===== src/rtl/pipe_ctrl_pkg.sv =====
// Shared types for the pipeline stall/flush scheduler: FSM state encoding and
// the bundle of register write enables and bubble/flush selects it drives.
package pipe_ctrl_pkg;

    localparam int DEF_REG_W = 5;

    typedef enum logic [1:0] {
        ST_RUN      = 2'b00,
        ST_MEM_WAIT = 2'b01,
        ST_HALT     = 2'b10
    } state_t;

    typedef struct packed {
        logic pc_write;
        logic ifid_write;
        logic ifid_flush;
        logic idex_write;
        logic idex_bubble;
        logic exmem_write;
        logic memwb_bubble;
    } ctl_t;

    // Field order: pc_write, ifid_write, ifid_flush, idex_write, idex_bubble, exmem_write, memwb_bubble
    localparam ctl_t CTL_PASS   = '{1'b1, 1'b1, 1'b0, 1'b1, 1'b0, 1'b1, 1'b0};
    localparam ctl_t CTL_STALL  = '{1'b0, 1'b0, 1'b0, 1'b1, 1'b1, 1'b1, 1'b0};
    localparam ctl_t CTL_FLUSH  = '{1'b1, 1'b1, 1'b1, 1'b1, 1'b0, 1'b1, 1'b0};
    localparam ctl_t CTL_FREEZE = '{1'b0, 1'b0, 1'b0, 1'b0, 1'b0, 1'b0, 1'b1};
    localparam ctl_t CTL_RESET  = '{1'b0, 1'b0, 1'b1, 1'b1, 1'b1, 1'b1, 1'b1};

endpackage


===== src/rtl/pipeline_ctrl_hazard_detect.sv =====
// ID-stage hazard compare: load-use and branch-operand hazards against the
// instructions in EX and MEM. Register 0 never creates a dependence.
module hazard_detect
    import pipe_ctrl_pkg::*;
#(
    parameter int REG_W = DEF_REG_W
) (
    input  logic [REG_W-1:0] ifid_rs_i,
    input  logic [REG_W-1:0] ifid_rt_i,
    input  logic             ifid_uses_rt_i,
    input  logic             ifid_branch_i,
    input  logic             idex_memread_i,
    input  logic             idex_regwrite_i,
    input  logic [REG_W-1:0] idex_rd_i,
    input  logic             exmem_memread_i,
    input  logic [REG_W-1:0] exmem_rd_i,
    output logic             lu_o,
    output logic             br_o,
    output logic             stall_id_o
);

    logic ex_match;
    logic mem_match;

    always_comb begin
        ex_match  = (idex_rd_i != '0) &&
                    ((idex_rd_i == ifid_rs_i) || (ifid_uses_rt_i && (idex_rd_i == ifid_rt_i)));
        mem_match = (exmem_rd_i != '0) &&
                    ((exmem_rd_i == ifid_rs_i) || (ifid_uses_rt_i && (exmem_rd_i == ifid_rt_i)));
        lu_o       = idex_memread_i && ex_match;
        // A branch compared in ID needs operands that forwarding cannot supply yet.
        br_o       = ifid_branch_i &&
                     ((idex_regwrite_i && ex_match) || (exmem_memread_i && mem_match));
        stall_id_o = lu_o || br_o;
    end

endmodule


===== src/rtl/pipeline_ctrl.sv =====
// Pipeline freeze/flush scheduler: combines ID hazards, control-flow redirects
// and the data-memory handshake into stage write enables and bubble selects.
module pipeline_ctrl
    import pipe_ctrl_pkg::*;
#(
    parameter int REG_W       = DEF_REG_W,
    parameter int CNT_W       = 16,
    parameter int MEM_TIMEOUT = 16,
    parameter int TO_W        = 5
) (
    input  logic             clk_i,
    input  logic             rst_i,
    input  logic [REG_W-1:0] ifid_rs_i,
    input  logic [REG_W-1:0] ifid_rt_i,
    input  logic             ifid_uses_rt_i,
    input  logic             ifid_branch_i,
    input  logic             branch_taken_i,
    input  logic             jump_i,
    input  logic             idex_memread_i,
    input  logic             idex_regwrite_i,
    input  logic [REG_W-1:0] idex_rd_i,
    input  logic             exmem_memread_i,
    input  logic [REG_W-1:0] exmem_rd_i,
    input  logic             dmem_req_i,
    input  logic             dmem_ack_i,
    output logic             pc_write_o,
    output logic             ifid_write_o,
    output logic             ifid_flush_o,
    output logic             idex_write_o,
    output logic             idex_bubble_o,
    output logic             exmem_write_o,
    output logic             memwb_bubble_o,
    output logic [1:0]       state_o,
    output logic             err_o,
    output logic [CNT_W-1:0] stall_cnt_o
);

    state_t          state;
    logic [TO_W-1:0] wait_cnt;
    logic            lu;
    logic            br;
    logic            stall_id;
    logic            mem_miss;
    ctl_t            run_ctl;
    ctl_t            ctl;

    hazard_detect #(.REG_W(REG_W)) u_hazard (
        .ifid_rs_i       (ifid_rs_i),
        .ifid_rt_i       (ifid_rt_i),
        .ifid_uses_rt_i  (ifid_uses_rt_i),
        .ifid_branch_i   (ifid_branch_i),
        .idex_memread_i  (idex_memread_i),
        .idex_regwrite_i (idex_regwrite_i),
        .idex_rd_i       (idex_rd_i),
        .exmem_memread_i (exmem_memread_i),
        .exmem_rd_i      (exmem_rd_i),
        .lu_o            (lu),
        .br_o            (br),
        .stall_id_o      (stall_id)
    );

    // Data-memory handshake: a request is outstanding while dmem_req_i is high;
    // dmem_ack_i high completes it in that same cycle (data valid). A request
    // without ack freezes every stage up to EX/MEM and bubbles MEM/WB.
    assign mem_miss = dmem_req_i && !dmem_ack_i;

    always_comb begin
        if (stall_id)
            run_ctl = CTL_STALL;
        else if (branch_taken_i || jump_i)
            run_ctl = CTL_FLUSH;
        else
            run_ctl = CTL_PASS;
    end

    always_comb begin
        ctl = CTL_FREEZE;
        if (!rst_i) begin
            ctl = CTL_RESET;
        end else begin
            case (state)
                ST_RUN:      ctl = mem_miss   ? CTL_FREEZE : run_ctl;
                ST_MEM_WAIT: ctl = dmem_ack_i ? run_ctl    : CTL_FREEZE;
                default:     ctl = CTL_FREEZE;
            endcase
        end
    end

    assign pc_write_o     = ctl.pc_write;
    assign ifid_write_o   = ctl.ifid_write;
    assign ifid_flush_o   = ctl.ifid_flush;
    assign idex_write_o   = ctl.idex_write;
    assign idex_bubble_o  = ctl.idex_bubble;
    assign exmem_write_o  = ctl.exmem_write;
    assign memwb_bubble_o = ctl.memwb_bubble;
    assign state_o        = state;

    always_ff @(posedge clk_i) begin
        if (!rst_i) begin
            state       <= ST_RUN;
            wait_cnt    <= '0;
            err_o       <= 1'b0;
            stall_cnt_o <= '0;
        end else begin
            if (!ctl.pc_write && (stall_cnt_o != '1))
                stall_cnt_o <= stall_cnt_o + CNT_W'(1);
            case (state)
                ST_RUN: begin
                    if (mem_miss) begin
                        state    <= ST_MEM_WAIT;
                        wait_cnt <= TO_W'(1);
                    end
                end
                ST_MEM_WAIT: begin
                    // An ack arriving on the timeout cycle still completes the access.
                    if (dmem_ack_i) begin
                        state    <= ST_RUN;
                        wait_cnt <= '0;
                    end else if (wait_cnt == TO_W'(MEM_TIMEOUT)) begin
                        state <= ST_HALT;
                        err_o <= 1'b1;
                    end else begin
                        wait_cnt <= wait_cnt + TO_W'(1);
                    end
                end
                default: ;
            endcase
        end
    end

endmodule


===== config.mk =====
export PLATFORM = sky130hd
export DESIGN_NAME = pipeline_ctrl
export DESIGN_NICKNAME = d
export VERILOG_FILES = /design/src/rtl/pipe_ctrl_pkg.sv /design/src/rtl/pipeline_ctrl_hazard_detect.sv /design/src/rtl/pipeline_ctrl.sv
export SDC_FILE = /design/constraint.sdc
export NUM_CORES = 1
export LEC_CHECK = 0
export ABC_AREA = 1
export BUFFER_PORTS_ARGS = -buffer_cell sky130_fd_sc_hd__buf_2
export CAP_MARGIN = 20
export CORE_ASPECT_RATIO = 0.9
export CORE_MARGIN = 2
export CORE_UTILIZATION = 35
export DETAILED_ROUTE_END_ITERATION = 12
export HOLD_SLACK_MARGIN = 0.1
export PLACE_DENSITY = 0.59
export SLEW_MARGIN = 30
export SYNTH_ARGS = -nofsm -noshare
export SYNTH_HDL_FRONTEND = slang
export SYNTH_SLANG_ARGS = --single-unit

===== constraint.sdc =====
create_clock -name clk_i -period 1.5 [get_ports clk_i]
set_input_delay 0.075 -clock clk_i [delete_from_list [all_inputs] [get_ports clk_i]]
set_output_delay 0.075 -clock clk_i [all_outputs]
set_load 0.005 [all_outputs]

Word-level counts from Yosys, hierarchy flattened
Cells that the tools add are included.
- word-level logic and storage cells: 55
- register bits: 24
- output and inout bits: 26
- eq/ne operators: 10
- multiplexer cells: 14
- reduce and logical (&&, ||, !) cells: 24
- bitwise operators: 1
- add/sub/neg operators: 2
- operator list (operator ; number):
    $mux W7 ; 4
    $eq A5 B5 Y1 ; 4
    $mux W5 ; 4
    $add A16 B1 Y16 const B ; 1
    $ne A16 B16 Y1 const B ; 1
    $pmux W7 S2 ; 1
    $logic_and A1 B1 Y1 ; 10
    $pmux W5 S2 ; 1
    $reduce_bool A5 Y1 ; 2
    $reduce_and A3 Y1 ; 3
    $mux W2 ; 3
    $ne A3 B3 Y1 const B ; 2
    $add A5 B1 Y5 const B ; 1
    $eq A5 B5 Y1 const B ; 1
    $logic_or A1 B1 Y1 ; 5
    $pmux W2 S2 ; 1
    $eq A2 B1 Y1 const B ; 1
    $logic_not A1 Y1 ; 2
    $logic_not A2 Y1 ; 1
    $ne A2 B2 Y1 const B ; 1
    $reduce_bool A2 Y1 ; 1
    $not A1 Y1 ; 1

Logic depth before layout (Yosys ltp)
- word-level depth: 14
- mapped depth: 12
- depth with buffers taken out: 12

Cells and area by module
A second synthesis with hierarchy kept.
- cell total of the unflattened synthesis: 321
- area, all modules: 1864.3 µm²
- modules (own cells, without submodules) (module ; cells each ; area an instance (µm²) ; sequential area each (µm²) ; times used):
    pipeline_ctrl ; 228 ; 1468.9 ; 480.5 ; 1
    hazard_detect ; 93 ; 395.4 ; 0.0 ; 1

Least setup slack after synthesis
Ideal clock, no wire load.
- path type: flip-flop to flip-flop
- start point: register stall_cnt_o[0]
- end point: register stall_cnt_o[5]
- required time: 1.369 ns
- slack: -0.130 ns
- period minus slack after synthesis: 1.630 ns
- cell stages (with the launch flop): 8
- arrival: 1.499 ns
- path through: dfxtp_1 -> ha_1 -> nand2_1 -> nor3b_4 -> nand4_4 -> buf_2 -> nand3_1 -> a21oi_2
- longest elaborated chain between the ends: 2
- elaborated cells on any way between the ends: 3
- RTL lines (what ; line ; text):
    from (decl) ; pipeline_ctrl.sv:35 ; output logic [CNT_W-1:0] stall_cnt_o
    from (signal assigned) ; pipeline_ctrl.sv:106 ; stall_cnt_o <= stall_cnt_o + CNT_W'(1);
    branches (longest 2 deep; another with $add A16 B1 Y16) ; n/a ;
Several ways; the timed one is not identified.
A chain may end at the register's enable or synchronous reset.

Final worst setup path
- start point: register stall_cnt_o[0]
- end point: register stall_cnt_o[1]
The elaborated chain is that of the path after synthesis.

==> metrics.csv <==
stage;metric;value;unit
clock_tree;clock_latency;0.27;ns
sta;rsz0062_at_grt;yes;
power_and_ir_drop;p_leak;0.00135;uW
floorplanning;ios;57;
setup_path;worst-endpoint-arrival;1.72;ns
floorplanning;dieHeight;72.6;um
sta;final-hold-violation-count;0;
placement;io_buffer_count;56;
sta;layout_setup_ws;-0.0237;ns
sta;fmax;656;MHz
finish;fin_nets;430;
detailed_routing;dr.pass1.iters;4;
setup_path;criticalPathCategory;reg -> reg;
yosys;synth_area;1830;um2
finish;layout-drive-gt1-share;33.2;%
setup_path;crit_slowest_cell;dfxtp_4;
grt;grt_max_degree;18;
power_and_ir_drop;power.switching;488;uW
sta;report.final.setup_viol;3;
sta;maxSlewHeadroom;67.1;%
setup_path;cp-start-kind;register;
power_and_ir_drop;pwr-share-comb;29.7;%
grt;antenna_found_initial;0;
power_and_ir_drop;power_switching_share;30.3;%
yosys;synth.avg_cell_area;6.03;um2
yosys;ys_warn_count;0;
setup_path;path_max_fanout;16;
power_and_ir_drop;p_total;1610;uW
detailed_routing;wire_per_inst;11.1;um
clock_tree;numCtsBuffers;3;
detailed_routing;wl;5090;um
run_status;outcome;finished, violations left;
grt;grt.total_usage;17.5;%
power_and_ir_drop;p_seq_share;42.5;%
sta;clock_skew;0.00967;ns
floorplanning;row_count;24;
grt;grt_pass1_vias;1913;
setup_path;crit_required;1.70;ns
grt;grt.overflow.total;0;
yosys;yosysSeqAreaShare;26.3;%
hold_path;hold_path.class;in -> reg;
run_status;violations;setup timing;
finish;areaGrowthSynthToFinish;43.6;%
yosys;ys_types;29;
detailed_routing;vias_per_cell;4.61;
sta;fin_hold_ws;0.143;ns
setup_path;crit_chain;ha_4, nand2_4, nor3b_4, nand4_4, buf_8, nand3b_1, nand2_1, nor2_1;
setup_path;end_kind;register;
sta;drv_slew;0;
detailed_routing;drt-initial-drc-count;83;
clock_tree;numClockSinks;24;
floorplanning;start_util;37.1;%
clock_tree;root_buffer;clkbuf_8;
finish;diodes;0;
yosys;syn-num-nets;337;
yosys;synth_seq_cells;24;
placement;place_congestion;0.866;
power_and_ir_drop;clkPwrFrac;27.9;%
clock_tree;cts.htree.levels;1;
floorplanning;chipWidth;80.2;um
sta;post-route-period-util;102;%
clock_tree;cts_tree;built;
placement;hpwlAfterDp;3840;um
sta;min_period;1.52;ns
detailed_routing;vias;2119;
clock_tree;cts.path.max_buffers;2;
detailed_routing;detail_route.drc_violations;0;
power_and_ir_drop;p_int;1120;uW
flow_run;cap_violations;0;
floorplanning;fp.coreArea;4920;um2
floorplanning;die_area;5820;um2
sta;worstMarginPinSlew;0.488;ns
detailed_routing;final_antenna_net_count;0;
power_and_ir_drop;vdd_drop_max;0.441;mV
setup_path;max_stage_delay;0.38;ns
yosys;synthCells;303;
grt;grt_pass1_wl;8340;um
power_and_ir_drop;powerDensity;614;nW/um2
clock_tree;clk_pin_slew;0.08;ns
[placed cells by master (no fill, tap or decap)]
master | Yosys | final
nor2_4 | 0 | 1
nand2_1 | 97 | 93
nor3b_4 | 1 | 1
xnor2_1 | 4 | 4
inv_1 | 39 | 34
dfxtp_1 | 24 | 18
nand4_4 | 1 | 1
nand3_1 | 29 | 29
buf_8 | 1 | 1
o21bai_1 | 1 | 1
nor2_1 | 34 | 33
inv_4 | 0 | 1
clkinv_1 | 1 | 1
nor3_2 | 0 | 2
a31oi_1 | 1 | 1
buf_12 | 0 | 1
ha_1 | 3 | 1
dfxtp_2 | 0 | 4
nand2_2 | 1 | 4
nor3_4 | 0 | 1
xor2_1 | 12 | 12
o21ai_0 | 8 | 8
nor3b_1 | 2 | 2
o21ai_2 | 1 | 1
nand3b_1 | 2 | 2
a21oi_2 | 1 | 2
buf_4 | 2 | 35
ha_4 | 0 | 2
nand4_1 | 1 | 1
nor3_1 | 8 | 5
nand2_8 | 0 | 1
buf_6 | 0 | 4
dfxtp_4 | 0 | 2
buf_2 | 3 | 54
a21oi_1 | 20 | 19
nand3_4 | 1 | 1
nand2_4 | 1 | 1
inv_2 | 3 | 7
clkbuf_8 | 0 | 4
[through the flow]
stage,area (um2),worst slack (ns),util (%),setup TNS (ns),cells
after floorplan,1860,-0.000725,-,-0.000725,303
final,2630,-0.0237,53.3,-0.0436,460
after detailed placement,2390,-0.0311,48.5,-0.0888,446
after global placement,2390,-0.0235,48.5,-0.0352,446
after CTS,2530,-0.00367,51.3,-0.00490,456
after global routing,2630,-0.128,53.3,-1.57,460
[power groups by stage]
stage               logic (uW)  registers [uW]  clock network (uW)
floorplan                  236             699                   0
finish                     478             684                 449
detailed placement         401             698                   0
global route               539             686                 484
CTS                        452             681                 464
global placement           401             696                   0
[metal layers]
metal	vias up	GRT usage [%]	part of all wire, %
met5	-	0	0
met4	0	2.82	0.71
met3	4	1.87	5.2
met2	57	30.3	46
met1	923	24.1	48
li1	1135	-	-
[final timing paths]
path                                startpoint        endpoint  slack (ns)  depth (start not counted)
worst max-delay path            stall_cnt_o[0]  stall_cnt_o[1]       -0.02                          8
worst min-delay path                dmem_ack_i     wait_cnt[1]        0.14                          4
worst max register to register  stall_cnt_o[0]  stall_cnt_o[1]       -0.02                          8
worst min register to register      state_o[1]      state_o[1]        0.48                          2
[kinds of logic after synthesis]
logic type               count (synthesis)  synth area share, %
AND/OR/NAND/NOR                        178                 43.1
buffers and inverters                   50                 11.5
AO/OA/AOI/OAI                           32                 9.38
flip-flops                              24                 26.3
XOR/XNOR                                16                 7.67
adder cells (fa/ha/maj)                  3                 2.05
[registers in the layout, indices dropped and copies added (netlist names)]
| name | cells |
|---|---|
| stall_cnt_o | 16 |
| wait_cnt | 5 |
| state_o | 2 |
| err_o | 1 |
[timing repair]
item,in CTS,in global routing
buffers inserted,6,4
endpoints found under the setup margin,8,23
resized for setup,11,18
pin swaps,4,10
gates cloned,0,0
hold buffers,0,0
[Yosys cell counts]
library cell	n	share of area [%]
buf_2	3	0.82
nand2_1	97	20
nand3b_1	2	0.82
nor2_1	34	7.0
buf_4	2	0.82
o21ai_0	8	2.2
o21bai_1	1	0.41
nor3b_4	1	1.0
nand2_4	1	0.62
buf_8	1	0.82
xor2_1	12	5.7
o21ai_2	1	0.48
nand4_1	1	0.34
nor3_1	8	2.2
nand2_2	1	0.34
clkinv_1	1	0.21
nand3_1	29	7.9
xnor2_1	4	1.9
ha_1	3	2.1
inv_1	39	8.0
a21oi_2	1	0.48
a31oi_1	1	0.34
nand4_4	1	1.2
nor3b_1	2	0.82
buf_1	1	0.21
nand3_4	1	0.96
a21oi_1	20	5.5
inv_2	3	0.62
dfxtp_1	24	26
[worst max-delay path: cells and delay by family (launching register included)]
kind	cells	cell delay, ns
buffers and inverters	1	0.19
adder cells (fa/ha/maj)	1	0.15
flip-flops	1	0.38
AND/OR/NAND/NOR	6	0.74
[cell type report]
cell class / instances / area (um2)
fillers: 512 / 2300
repair buffers: 95 / 613
well taps: 65 / 81.3
clock buffers: 4 / 55.1
inverters: 43 / 164
multi-input cells: 229 / 1220
flip-flops and latches: 24 / 493
Note: power is estimated with default switching activity, not from simulation.
